### config.mk
export PLATFORM = sky130hd
export DESIGN_NAME = elastic_pipe_reg_flat
export DESIGN_NICKNAME = d
export VERILOG_FILES = /design/src/rtl/elastic_pipe_reg_pkg.sv /design/src/rtl/elastic_pipe_reg_if.sv /design/src/rtl/elastic_pipe_reg_pipe_slot.sv /design/src/rtl/elastic_pipe_reg.sv /design/src/flat_wrapper.sv
export SDC_FILE = /design/constraint.sdc
export NUM_CORES = 1
export LEC_CHECK = 0
export ABC_CLOCK_PERIOD_IN_PS = 2670
export CAP_MARGIN = 10
export CORE_MARGIN = 10
export CORE_UTILIZATION = 57
export DETAILED_ROUTE_END_ITERATION = 12
export HOLD_SLACK_MARGIN = 0.15
export PLACE_DENSITY = 0.86
export SETUP_SLACK_MARGIN = 0.05
export SLEW_MARGIN = 10
export SYNTH_ARGS = -nofsm -noshare
export SYNTH_HDL_FRONTEND = slang
export SYNTH_SLANG_ARGS = --single-unit
### constraint.sdc
create_clock -name clk -period 2.67 [get_ports clk]
set_input_delay 0.534 -clock clk [delete_from_list [all_inputs] [get_ports clk]]
set_output_delay 0.534 -clock clk [all_outputs]
set_load 0.01 [all_outputs]
### src/rtl/elastic_pipe_reg_pkg.sv
// rtl/elastic_pipe_reg_pkg.sv - shared types, limits and width helper for the elastic pipeline register
//
// Purpose: common definitions imported by the elastic pipeline interface, slot and top.
// Ports:   none (package).
package elastic_pipe_reg_pkg;

  // Deepest pipe this block is intended to be instantiated with.
  localparam int PIPE_DEPTH_MAX = 64;

  // Payload width of the default (32-bit) stage bundle.
  localparam int PIPE_DATA_W_DEFAULT = 32;

  // One pipeline slot: valid bit plus the packed stage bundle.
  typedef struct packed {
    logic                           v;
    logic [PIPE_DATA_W_DEFAULT-1:0] d;
  } pipe_slot_t;

  // Occupancy counter width: counts 0..depth+1 (all stages plus the skid slot).
  function automatic int pipe_cnt_w(input int depth);
    return $clog2(depth + 2);
  endfunction

endpackage

### src/rtl/elastic_pipe_reg_if.sv
// rtl/elastic_pipe_reg_if.sv - handshake bundle between an upstream stage, the elastic pipe and a downstream stage
//
// Purpose: groups the input/output valid-ready-data handshakes, flush and occupancy count.
// Ports (signals):
//   in_valid/in_ready/in_data    upstream beat handshake
//   out_valid/out_ready/out_data downstream beat handshake
//   flush                        discard every held beat
//   count                        beats held (stages + skid)
// Modports: master drives the pipe (upstream/downstream/hazard side), slave is the pipe itself.
interface elastic_pipe_reg_if
  import elastic_pipe_reg_pkg::*;
#(
  parameter int DATA_W = 32,
  parameter int DEPTH  = 2,
  parameter int CNT_W  = pipe_cnt_w(DEPTH)
);

  logic              in_valid;
  logic              in_ready;
  logic [DATA_W-1:0] in_data;
  logic              out_valid;
  logic              out_ready;
  logic [DATA_W-1:0] out_data;
  logic              flush;
  logic [CNT_W-1:0]  count;

  modport master (
    output in_valid, in_data, out_ready, flush,
    input  in_ready, out_valid, out_data, count
  );

  modport slave (
    input  in_valid, in_data, out_ready, flush,
    output in_ready, out_valid, out_data, count
  );

endinterface

### src/rtl/elastic_pipe_reg_pipe_slot.sv
// rtl/elastic_pipe_reg_pipe_slot.sv - one valid+data register with load/clear/hold control
//
// Purpose: storage element for one pipeline stage or the input skid slot.
// Ports:
//   clk   in  clock, rising edge
//   rst   in  asynchronous active-low reset (clears valid and data)
//   load  in  capture din and set valid
//   clr   in  clear valid only, data left as is; wins over load
//   din   in  payload to capture
//   v     out held valid bit
//   d     out held payload
module pipe_slot
  import elastic_pipe_reg_pkg::*;
#(
  parameter int DATA_W = 32
) (
  input  logic              clk,
  input  logic              rst,
  input  logic              load,
  input  logic              clr,
  input  logic [DATA_W-1:0] din,
  output logic              v,
  output logic [DATA_W-1:0] d
);

  always_ff @(posedge clk or negedge rst) begin
    if (!rst) begin
      v <= 1'b0;
      d <= '0;
    end else if (clr) begin
      // Data is deliberately not touched: a cleared slot keeps its stale payload.
      v <= 1'b0;
    end else if (load) begin
      v <= 1'b1;
      d <= din;
    end
  end

endmodule

### src/rtl/elastic_pipe_reg.sv
// rtl/elastic_pipe_reg.sv - DEPTH-stage elastic pipeline register with skid slot, bubble collapse and flush
//
// Purpose: valid/ready pipeline between core stages; stalls collapse bubbles, flush drops all held beats,
//          a one-entry skid slot keeps in_ready a registered signal.
// Ports:
//   clk  in     clock, rising edge
//   rst  in     asynchronous active-low reset
//   bus  slave  in_valid/in_ready/in_data, out_valid/out_ready/out_data, flush, count
module elastic_pipe_reg
  import elastic_pipe_reg_pkg::*;
#(
  parameter int DATA_W = 32,
  parameter int DEPTH  = 2,
  parameter int CNT_W  = pipe_cnt_w(DEPTH)
) (
  input logic               clk,
  input logic               rst,
  elastic_pipe_reg_if.slave bus
);

  // Slots 0..DEPTH-1 are the stages (DEPTH-1 drives the output); slot DEPTH is the skid.
  localparam int SKID = DEPTH;

  logic [DEPTH:0]    slot_v;
  logic [DEPTH:0]    slot_load;
  logic [DEPTH:0]    slot_clr;
  logic [DATA_W-1:0] slot_d   [DEPTH+1];
  logic [DATA_W-1:0] slot_din [DEPTH+1];

  logic [DEPTH-1:0]  advance;
  logic [DEPTH-1:0]  can_load;
  logic              down_ok;
  logic              skid_v;
  logic              in_xfer;
  logic              out_xfer;
  logic [CNT_W-1:0]  count_q;

  assign skid_v   = slot_v[SKID];
  assign in_xfer  = bus.in_valid & ~skid_v;
  assign out_xfer = slot_v[DEPTH-1] & bus.out_ready;

  // Ready chain walks from the output back to stage 0; down_ok carries
  // "the stage after this one can take a beat" to the next lower index.
  always_comb begin
    advance  = '0;
    can_load = '0;
    down_ok  = bus.out_ready;
    for (int i = DEPTH - 1; i >= 0; i--) begin
      advance[i]  = slot_v[i] & down_ok;
      can_load[i] = ~slot_v[i] | advance[i];
      down_ok     = can_load[i];
    end
  end

  // Slot controls. A stage that advances without being refilled drops its
  // valid; an empty stage always pulls from its predecessor, so gaps close
  // up even while the output is stalled. Flush clears every valid bit.
  always_comb begin
    slot_load = '0;
    slot_clr  = '0;
    for (int i = 0; i <= DEPTH; i++) begin
      slot_din[i] = '0;
    end

    // Stage 0: the skid beat is older than anything on in_data, so it goes
    // first and no new input is accepted in that cycle (in_ready is low).
    if (skid_v) begin
      slot_load[0] = can_load[0];
      slot_din[0]  = slot_d[SKID];
    end else begin
      slot_load[0] = can_load[0] & in_xfer;
      slot_din[0]  = bus.in_data;
    end
    slot_clr[0] = bus.flush | (advance[0] & ~slot_load[0]);

    for (int i = 1; i < DEPTH; i++) begin
      slot_load[i] = can_load[i] & slot_v[i-1];
      slot_din[i]  = slot_d[i-1];
      slot_clr[i]  = bus.flush | (advance[i] & ~slot_load[i]);
    end

    // Skid catches a beat accepted while stage 0 cannot take it.
    slot_load[SKID] = in_xfer & ~can_load[0];
    slot_din[SKID]  = bus.in_data;
    slot_clr[SKID]  = bus.flush | (skid_v & can_load[0]);
  end

  for (genvar g = 0; g <= DEPTH; g++) begin : g_slot
    pipe_slot #(
      .DATA_W (DATA_W)
    ) u_slot (
      .clk  (clk),
      .rst  (rst),
      .load (slot_load[g]),
      .clr  (slot_clr[g]),
      .din  (slot_din[g]),
      .v    (slot_v[g]),
      .d    (slot_d[g])
    );
  end

  // Cannot wrap: input is refused whenever the skid is full, capping count at DEPTH+1.
  always_ff @(posedge clk or negedge rst) begin
    if (!rst) begin
      count_q <= '0;
    end else if (bus.flush) begin
      count_q <= '0;
    end else begin
      count_q <= count_q + CNT_W'(in_xfer) - CNT_W'(out_xfer);
    end
  end

  assign bus.in_ready  = ~skid_v;
  assign bus.out_valid = slot_v[DEPTH-1];
  assign bus.out_data  = slot_d[DEPTH-1];
  assign bus.count     = count_q;

endmodule

### src/flat_wrapper.sv
// flat-port wrapper written by rule: the top's interface ports become plain ports
module elastic_pipe_reg_flat import elastic_pipe_reg_pkg::*;
#(
  parameter int DATA_W = 32,
  parameter int DEPTH  = 2,
  parameter int CNT_W  = pipe_cnt_w(DEPTH)
)
  (clk, rst, bus_in_valid, bus_in_data, bus_out_ready, bus_flush, bus_in_ready, bus_out_valid, bus_out_data, bus_count);
  elastic_pipe_reg_if #(.DATA_W(DATA_W), .DEPTH(DEPTH), .CNT_W(CNT_W)) bus_i ();
  input logic clk;
  input logic rst;
  input wire logic [$bits(bus_i.in_valid)-1:0] bus_in_valid;
  input wire logic [$bits(bus_i.in_data)-1:0] bus_in_data;
  input wire logic [$bits(bus_i.out_ready)-1:0] bus_out_ready;
  input wire logic [$bits(bus_i.flush)-1:0] bus_flush;
  output wire logic [$bits(bus_i.in_ready)-1:0] bus_in_ready;
  output wire logic [$bits(bus_i.out_valid)-1:0] bus_out_valid;
  output wire logic [$bits(bus_i.out_data)-1:0] bus_out_data;
  output wire logic [$bits(bus_i.count)-1:0] bus_count;
  assign bus_i.in_valid = bus_in_valid;
  assign bus_i.in_data = bus_in_data;
  assign bus_i.out_ready = bus_out_ready;
  assign bus_i.flush = bus_flush;
  assign bus_in_ready = bus_i.in_ready;
  assign bus_out_valid = bus_i.out_valid;
  assign bus_out_data = bus_i.out_data;
  assign bus_count = bus_i.count;
  elastic_pipe_reg #(.DATA_W(DATA_W), .DEPTH(DEPTH), .CNT_W(CNT_W)) u_core (.clk(clk), .rst(rst), .bus(bus_i));
endmodule
==> results of run 1 <==
layout make-up:
type / instances / area (um^2)
Clock buffer: 12 / 145
Clock inverter: 3 / 46.3
Fill cell: 530 / 2280
Inverter: 3 / 11.3
Multi-Input combinational cell: 148 / 1770
Sequential cell: 101 / 2530
Tap cell: 102 / 128
Timing Repair Buffer: 77 / 781
metrics by stage:
step	cells	hold slack (ps)	setup slack (ps)	util (%)
floorplan	266	238	1110	-
global placement	431	470	342	67.9
detailed placement	431	490	303	67.9
CTS	446	158	541	70.4
global route	446	168	491	70.4
finish	446	151	576	70.4
cells by family after synthesis:
| kind of cell | count (synthesis) | share of synthesized area, % |
|---|---|---|
| muxes | 128 | 35.6 |
| DFF | 101 | 56.5 |
| buffers and inverters | 17 | 3.86 |
| and+or+nand+nor | 14 | 2.49 |
| AOI/OAI and AO/OA | 2 | 0.560 |
| xor gates and xnor gates | 2 | 0.392 |
| adders and majority gates | 2 | 0.560 |
synth_stat cells (all sizes together):
master and n:
and2b 2, a211oi 1, xor2 1, mux2 128
nor2b 3, nor2 5, and2 1, a21oi 1
ha 2, dfrtp 101, nand2 2, xnor2 1
buf 14, nand3 1, inv 3
routing by layer:
| metal | GRT usage, % | up-vias |
|---|---|---|
| met5 | 0 | - |
| met2 | 24.1 | 45 |
| met4 | 3.39 | 0 |
| met3 | 4.05 | 5 |
| met1 | 17.5 | 1222 |
| li1 | - | 1083 |
state kept, by name, indices dropped and copies added, names as in the netlist:
signal	flops
u_core.g_slot.u_slot.d	96
u_core.g_slot.u_slot.v	3
u_core.bus.count	2
layout by cell type, fill, tap and decap left out, types with 3 or more instances in the layout:
cell type	instances
mux2_2	86
mux2_4	40
buf_4	4
clkbuf_8	10
inv_1	3
clkdlybuf4s50_1	71
dfrtp_1	100
nor2_1	4
nor2b_4	3
worst max-delay path, delay by kind of cell, from the launching register on:
family                 cells  cell delay, ps
DFF                        1             570
buffers and inverters      2             640
worst paths after layout:
path | end | startpoint | cells past startpoint
min in group clk | u_core.g_slot[1].u_slot.d[5] | u_core.g_slot[0].u_slot.d[5] | 1
max in group asynchronous | u_core.g_slot[1].u_slot.d[20] | rst | 2
hold reg to reg | u_core.g_slot[1].u_slot.d[5] | u_core.g_slot[0].u_slot.d[5] | 1
setup / recovery | bus_in_ready | u_core.g_slot[2].u_slot.v | 2
hold / removal | u_core.g_slot[2].u_slot.d[8] | rst | 1
setup reg to reg | u_core.g_slot[2].u_slot.d[7] | u_core.g_slot[2].u_slot.v | 3
power by group:
part / internal [uW] / leakage [uW] / switching [uW]
sequential: 1810 / 0.00126 / 161
clock: 457 / 0.0000927 / 482
combinational: 638 / 0.00107 / 300
total: 2900 / 0.00242 / 944
==> run_results.csv, run 1 <==
group,metric,value,unit
placement,place_area,0.00522,mm^2
die,start_util,58.2,%
logic_synthesis,ys_ff_latch,101,
worst_setup_path,startpoint_type,"flop",
timing,fin_tns_setup,0,ps
power,totalPowerFinal,3850,uW
job,maxCapViolCount,0,
route,avgRoutedWirePerCell,17.9,um
route,routed.top_layer,"met4",
grt,antenna_found_initial,0,
worst_setup_path,worstPathCellList,"inv_1, clkdlybuf4s50_1",
timing,worst_slew_pin_slew,563,ps
logic_synthesis,syn_area_per_cell,16.8,um^2
die,fp.dieArea,0.0118,mm^2
timing,setup_viol_count_final,0,
cells_and_area,diodes,0,
timing,slew_viol_final,0,
run_status,status,"finished clean",
cts,cts_resized,0,
cts,cts_sinks,101,
die,die_w,109,um
cts,cts_tree,"yes",
route,wl_met3,373,um
cells_and_area,finalNetCount,379,
die,core_area,0.00769,mm^2
grt,grt_max_degree,63,
timing,rsz0062_at_grt,"no",
timing,fin_crit,2090,ps
cells_and_area,drive_above_1_share,44.8,%
cts,cts.htree.levels,3,
route,drt-total-wl,8000,um
timing,fmax,0.478,GHz
logic_synthesis,yosysWarnings,0,
worst_setup_path,critPathSlowestCell,"dfrtp_2",
worst_hold_path,hold_class,"primary input to async pin",
cts,clockRootBuffer,"clkbuf_8",
placement,gp_congestion,0.714,
worst_setup_path,path_class,"flop to primary output",
power,ir_drop,0.429,mV
cts,postCtsSetupRepairBufs,0,
route,drtPass1Iterations,4,
logic_synthesis,syn_inst,266,
cts,clk_latency,350,ps
route,vias,2355,
grt,grt_pass1_wl,13300,um
timing,finalHoldViolCount,0,
logic_synthesis,synth_area_leaders,"dfrtp_1, mux2_2, mux2_4",
cts,cts_buffers,9,
route,met2_length,4050,um
worst_setup_path,reg2reg_setup_slack,760,ps
placement,dp_hpwl,5560,um
cells_and_area,final_area,0.00541,mm^2
cts,holdBufCountCts,0,
logic_synthesis,syn_area,0.00447,mm^2
cts,clockBufferDepth,2,
power,powerDensity,711,mW/mm^2
timing,relSlewSlack,62.5,%
route,avgViaCountPerCell,5.28,
die,rows,32,
timing,period_share,78.4,%
logic_synthesis,synth_seq_area_share,56.5,%
cells_and_area,area_delta_synth_final,21.0,%
route,drtIter0Drc,79,
worst_setup_path,cp.required,2140,ps
worst_setup_path,cp-end-kind,"primary output",
worst_setup_path,cp_data_arrival_time,1560,ps
grt,track_usage,14.2,%
worst_setup_path,path_max_fanout,18,
route,drcViolationCount,0,
cts,cts.clk_slew.worst_paths,90,ps
timing,finClkSkew,12.2,ps
route,wl_met1,3510,um
logic_synthesis,syn_nets,305,
die,die_h,109,um
grt,overflow,0,
placement,io_buffers,72,
logic_synthesis,synth_top_cell_by_area,"dfrtp_1",
grt,grt_pass1_vias,2596,
logic_synthesis,synth.distinct_cells,21,
die,ioPinCount,73,
logic_synthesis,synth_top_area_share,56.5,%
worst_setup_path,max_stage_delay,570,ps
power,p_leak,0.00242,uW
route,antenna_left,0,
No activity file was read; power rests on OpenSTA's default activity.
==> inputs of run 2 (changes only) <==
ABC_CLOCK_PERIOD_IN_PS = 2000   (was 2670)
CORE_UTILIZATION = 53   (was 57)
PLACE_DENSITY = 0.81   (was 0.86)
clock period = 2 ns   (was 2.67 ns; I/O delays follow)
==> run 2 against run 1 <==
Effect of this change:
- total power is 38% higher
- wire length is 5.1% higher
- sequential power is 34% higher
- sequential share of layout area is 1.4 points lower
- flip-flop and latch count stayed put
- global-route usage is 0.22 points lower
- worst hold slack better by 350 ps
- count of clock-buffer cells in the layout is 1 lower
- register-to-register slack worse by 330 ps
- critical path depth stayed put
- non-clock buffer count is 11 higher
- via count is 1.0% higher
==> run_results.csv, run 2 (synthesis results as in run 1) <==
group,metric,value,unit
timing,fin_tns_setup,0,ps
cells_and_area,diodes,0,
route,routed.top_layer,"met4",
placement,gp_congestion,0.735,
die,rows,33,
grt,overflow,0,
route,drtIter0Drc,87,
power,p_leak,0.00251,uW
cells_and_area,finalNetCount,390,
worst_setup_path,critPathSlowestCell,"clkdlybuf4s50_1",
route,drcViolationCount,0,
cts,cts_buffers,9,
placement,io_buffers,72,
cells_and_area,area_delta_synth_final,24.9,%
cells_and_area,final_cells,461,
timing,relSlewSlack,70.1,%
cts,cts_resized,0,
cts,clk_latency,360,ps
worst_hold_path,min_to,"u_core.g_slot[1].u_slot.d[4]",
power,powerDensity,955,mW/mm^2
worst_setup_path,startpoint_type,"flop",
worst_setup_path,reg2reg_setup_slack,430,ps
worst_setup_path,max_stage_delay,530,ps
cells_and_area,most-common-layout-cells,"dfrtp_1, mux2_2, clkdlybuf4s50_1, mux2_4",
route,vias,2379,
power,ir_drop,0.693,mV
cells_and_area,mostFrequentLayoutCell,"dfrtp_1",
cts,cts.htree.levels,3,
worst_setup_path,path_class,"flop to primary output",
die,die_w,112,um
die,ioPinCount,73,
grt,grt_max_degree,41,
worst_setup_path,worstPathCellList,"inv_1, clkdlybuf4s50_1",
worst_setup_path,r2r_start,"u_core.g_slot[1].u_slot.v",
placement,post-place-ws,-47.2,ps
job,maxCapViolCount,0,
placement,dp_hpwl,6140,um
timing,worst_slew_pin_slew,449,ps
cells_and_area,num-fill-cells,580,
grt,grt_pass1_wl,14500,um
worst_hold_path,hold_class,"flop to flop",
timing,rsz0062_at_grt,"no",
route,avgViaCountPerCell,5.16,
timing,setup_ws,196,ps
timing,finalHoldViolCount,0,
route,avgRoutedWirePerCell,18.2,um
worst_hold_path,holdCritStartpoint,"u_core.g_slot[0].u_slot.d[4]",
worst_setup_path,cp-end-kind,"primary output",
die,start_util,54.4,%
timing,fmax,0.554,GHz
route,drtPass1Iterations,3,
grt,antenna_found_initial,0,
route,wl_met1,3520,um
cts,clockRootBuffer,"clkbuf_8",
grt,grt_pass1_vias,2839,
die,die_h,112,um
cts,cts.clk_slew.worst_paths,100,ps
timing,period_share,90.2,%
cells_and_area,largest_register,"u_core.g_slot.u_slot.d",
cts,cts_tree,"yes",
worst_setup_path,path_max_fanout,5,
route,antenna_left,0,
cells_and_area,largest_reg_flops,96,
cells_and_area,drive_above_1_share,46.6,%
worst_setup_path,cp.required,1600,ps
worst_hold_path,hold_depth,1,
route,wl_met3,351,um
grt,track_usage,14.0,%
route,drt-total-wl,8400,um
route,met2_length,4500,um
cts,cts_sinks,101,
placement,dp_cells,444,
worst_setup_path,reg2regPathDepth,4,
worst_setup_path,worst-path-buf-inv,2,
worst_setup_path,cpLargestDelayFamily,"buffers and inverters",
timing,fin_crit,1800,ps
cts,clockBufferDepth,2,
timing,slew_viol_final,0,
worst_setup_path,cp_data_arrival_time,1400,ps
timing,setup_viol_count_final,0,
die,fp.dieArea,0.0125,mm^2
run_status,status,"finished clean",
die,core_area,0.00822,mm^2
timing,finClkSkew,12.9,ps
worst_setup_path,r2r_end,"u_core.g_slot[0].u_slot.d[16]",
==> run 2: timing repair <==
| item | CTS | global route |
|---|---|---|
| setup buffers | 0 | 0 |
| hold endpoints to repair | 31 | 0 |
| hold buffers | 1 | 0 |
==> run 2: routing by layer <==
metal	vias to the layer above	track usage, %
li1	1105	-
met1	1227	16.1
met2	43	24.7
met3	4	4.62
met4	0	2.83
met5	-	0
==> run 2: cell type report <==
type	instances	area (um^2)	share of cell area [%]
Inverter	3	11.3	0.202
Timing Repair Buffer	88	916	16.4
Sequential cell	101	2530	45.3
Tap cell	105	131	2.35
Clock buffer	11	141	2.53
Multi-Input combinational cell	148	1770	31.7
Clock inverter	5	82.6	1.48
==> run 2: report_power, final <==
| group | total, uW | leakage [uW] | switching, uW | internal [uW] |
|---|---|---|---|---|
| sequential | 2630 | 0.00126 | 219 | 2410 |
| combinational | 1280 | 0.00114 | 409 | 870 |
| clock | 1420 | 0.000114 | 672 | 744 |
==> run 2: how the worst max path moves through the flow <==
stage	startpoint	to	slack, ps	cells past startpoint
final	u_core.g_slot[2].u_slot.v	bus_in_ready	200	2
after global routing	u_core.g_slot[2].u_slot.v	bus_in_ready	120	2
after CTS	u_core.g_slot[2].u_slot.v	bus_in_ready	150	2
after detailed placement	bus_flush	u_core.g_slot[0].u_slot.d[19]	-50	5
after global placement	bus_flush	u_core.g_slot[0].u_slot.d[23]	10	5
after floorplan	u_core.g_slot[1].u_slot.v	u_core.g_slot[0].u_slot.d[10]	440	4
==> run 2: through the flow <==
| stage | util (%) | instance area [um^2] | power (uW) | hold WS [ps] |
|---|---|---|---|---|
| finish | 67.9 | 5580 | 5330 | 503 |
| global route | 67.9 | 5580 | 5610 | 520 |
| floorplan | - | 4470 | 3270 | 104 |
| detailed placement | 65.1 | 5350 | 3970 | 381 |
| CTS | 67.9 | 5580 | 5410 | 510 |
| global placement | 65.1 | 5350 | 3930 | 371 |
==> inputs of run 3 (changes only) <==
ABC_AREA = 1   (was not set)
==> run 3 against run 2 <==
Effect of this change:
- cell count grew 59%
- sequential share of layout area up 0.35 points
- count of clock-buffer cells in the layout stayed put
- critical path depth did not move
- global-route usage grew 3.4 points
- worst hold slack worse by 29 ps
- via count up 63%
- register-to-register slack got worse by 40 ps
- combinational power fell by 25%
- non-clock buffer count rose by 3
- critical endpoint unchanged
==> run_results.csv, run 3 <==
group,metric,value,unit
run_status,status,"finished clean",
route,avgRoutedWirePerCell,14.9,um
logic_synthesis,syn_area_per_cell,8.03,um^2
timing,rsz0062_at_grt,"no",
power,p_leak,0.00297,uW
cts,cts.htree.levels,3,
power,powerDensity,864,mW/mm^2
logic_synthesis,synthSimpleGateAreaFrac,37.4,%
grt,grt_max_degree,50,
logic_synthesis,synth_edf_count,0,
grt,grt_pass1_vias,3843,
logic_synthesis,synth_area_leaders,"dfrtp_1, nand2_1, nand3_1",
logic_synthesis,synth_top_area_share,56.4,%
cts,cts_sinks,101,
worst_setup_path,path_max_fanout,2,
timing,timing.hold.ws,475,ps
cells_and_area,mostFrequentLayoutCell,"nand2_1",
die,fp.dieArea,0.0125,mm^2
timing,period_share,89.5,%
logic_synthesis,ys_top_cells_by_count,"nand2_1, dfrtp_1, nand3_1, buf_2, buf_4",
cells_and_area,area_delta_synth_final,23.6,%
route,drcViolationCount,0,
logic_synthesis,synth_xor_xnor_area_share,0,%
timing,fin_tns_setup,0,ps
timing,fin_crit,1790,ps
worst_setup_path,startpoint_type,"flop",
cts,cts_buffers,9,
logic_synthesis,syn_inst,558,
cells_and_area,finalNetCount,664,
logic_synthesis,syn_area,0.00448,mm^2
cells_and_area,multi_input_area,0.00172,mm^2
cells_and_area,most-common-layout-cells,"nand2_1, dfrtp_1, nand3_1, clkdlybuf4s50_1, buf_4",
grt,overflow,0,
route,drt-total-wl,11000,um
worst_hold_path,hold_class,"flop to flop",
timing,setup_viol_count_final,0,
logic_synthesis,synth_seq_area_share,56.4,%
logic_synthesis,synth_top_cell_by_area,"dfrtp_1",
route,antenna_left,0,
die,die_h,112,um
worst_setup_path,path_class,"flop to primary output",
timing,relSlewSlack,55.4,%
logic_synthesis,async_flop_share,100,%
placement,io_buffers,72,
logic_synthesis,synthFlopType,"dfrtp_1",
worst_setup_path,cp_data_arrival_time,1390,ps
grt,antenna_found_initial,0,
die,ioPinCount,73,
logic_synthesis,ys_ff_latch,101,
timing,finClkSkew,12.9,ps
power,totalPowerFinal,4780,uW
route,vias,3879,
logic_synthesis,synth.most_common_cell,"nand2_1",
cells_and_area,num-fill-cells,657,
cts,clk_latency,370,ps
cts,clockRootBuffer,"clkbuf_8",
cells_and_area,drive_above_1_share,6.51,%
die,die_w,112,um
cts,postCtsSetupRepairBufs,0,
grt,grt_pass1_wl,18400,um
cts,cts.clk_slew.worst_paths,90,ps
logic_synthesis,muxShareOfSynthArea,0,%
cts,clockBufferDepth,2,
route,drtIter0Drc,281,
die,core_area,0.00822,mm^2
logic_synthesis,synth.distinct_cells,15,
cells_and_area,largest_register,"u_core.g_slot.u_slot.d",
cells_and_area,diodes,0,
grt,track_usage,17.4,%
timing,fmax,0.559,GHz
worst_setup_path,cp-end-kind,"primary output",
power,ir_drop,0.441,mV
timing,slew_viol_final,0,
timing,finalHoldViolCount,0,
die,start_util,54.5,%
logic_synthesis,yosysWarnings,0,
cells_and_area,regArea,0.00253,mm^2
logic_synthesis,synthAdderAreaFrac,0.559,%
cells_and_area,fin_util,67.4,%
placement,dp_hpwl,7250,um
route,avgViaCountPerCell,5.28,
cts,cts_tree,"yes",
placement,gp_congestion,0.784,
logic_synthesis,synth_top_family_by_area,"simple AND/OR/NAND/NOR gates",
die,rows,33,
route,drtPass1Iterations,5,
job,maxCapViolCount,0,
cells_and_area,largest_reg_flops,96,
logic_synthesis,syn_nets,597,
logic_synthesis,synth-compound-area-share,0.223,%
timing,worst_slew_pin_slew,669,ps
worst_setup_path,cp.required,1600,ps
[run 3: through the flow]
step / setup slack (ps) / std cells / cell area (um^2)
6_report: 210 / 735 / 5540
5_1_grt: 165 / 735 / 5540
4_1_cts: 195 / 735 / 5540
3_5_place_dp: 234 / 718 / 5340
3_3_place_gp: 279 / 718 / 5340
2_1_floorplan: 700 / 558 / 4480
[run 3: what timing repair did]
action,CTS,global route
hold buffers,1,0
resized for setup,0,0
hold endpoints to repair,47,0
[run 3: logic make-up (layout without fill, tap and decap cells)]
kind of cell | after synthesis | count (layout)
buf+inv | 47 | 119
compound gates | 2 | 2
simple gates | 406 | 406
fa+ha+maj | 2 | 2
flops | 101 | 101
[run 3: path summary, 6_finish.rpt]
kind | cells past startpoint | endpoint | slack (ps) | startpoint
worst min-delay path | 2 | u_core.g_slot[0].u_slot.d[31] | 470 | u_core.g_slot[0].u_slot.d[31]
min in group asynchronous | 2 | u_core.g_slot[2].u_slot.v | 610 | rst
worst min register to register | 2 | u_core.g_slot[0].u_slot.d[31] | 470 | u_core.g_slot[0].u_slot.d[31]
worst max register to register | 7 | u_core.g_slot[2].u_slot.d[29] | 390 | u_core.g_slot[2].u_slot.v
worst max-delay path | 2 | bus_in_ready | 210 | u_core.g_slot[2].u_slot.v
max in group asynchronous | 3 | u_core.g_slot[2].u_slot.d[30] | 770 | rst
[run 3: where the power goes]
group | total (uW) | internal, uW | switching [uW]
sequential | 2540 | 2350 | 183
combinational | 963 | 490 | 473
clock | 1280 | 585 | 697
[run 3: cell type report]
class / count / share of cell area (%)
inverters: 12 / 0.814
clock inverters: 5 / 1.08
clock buffers: 11 / 2.37
flip-flops and latches: 101 / 45.6
well taps: 105 / 2.37
repair buffers: 91 / 16.7
multi-input cells: 410 / 31.0
[run 3: worst max-delay path: stages, from the launching register on]
cell	delay [ps]
dfrtp_1	400
inv_2	90
clkdlybuf4s50_1	540
[run 3: routing by layer]
metal / vias to the layer above / wire (um) / GRT usage [%]
li1: 1878 / - / -
met1: 1828 / 4720 / 21.9
met2: 153 / 5280 / 28.3
met3: 20 / 782 / 3.92
met4: 0 / 172 / 6.68
met5: - / 0 / 0
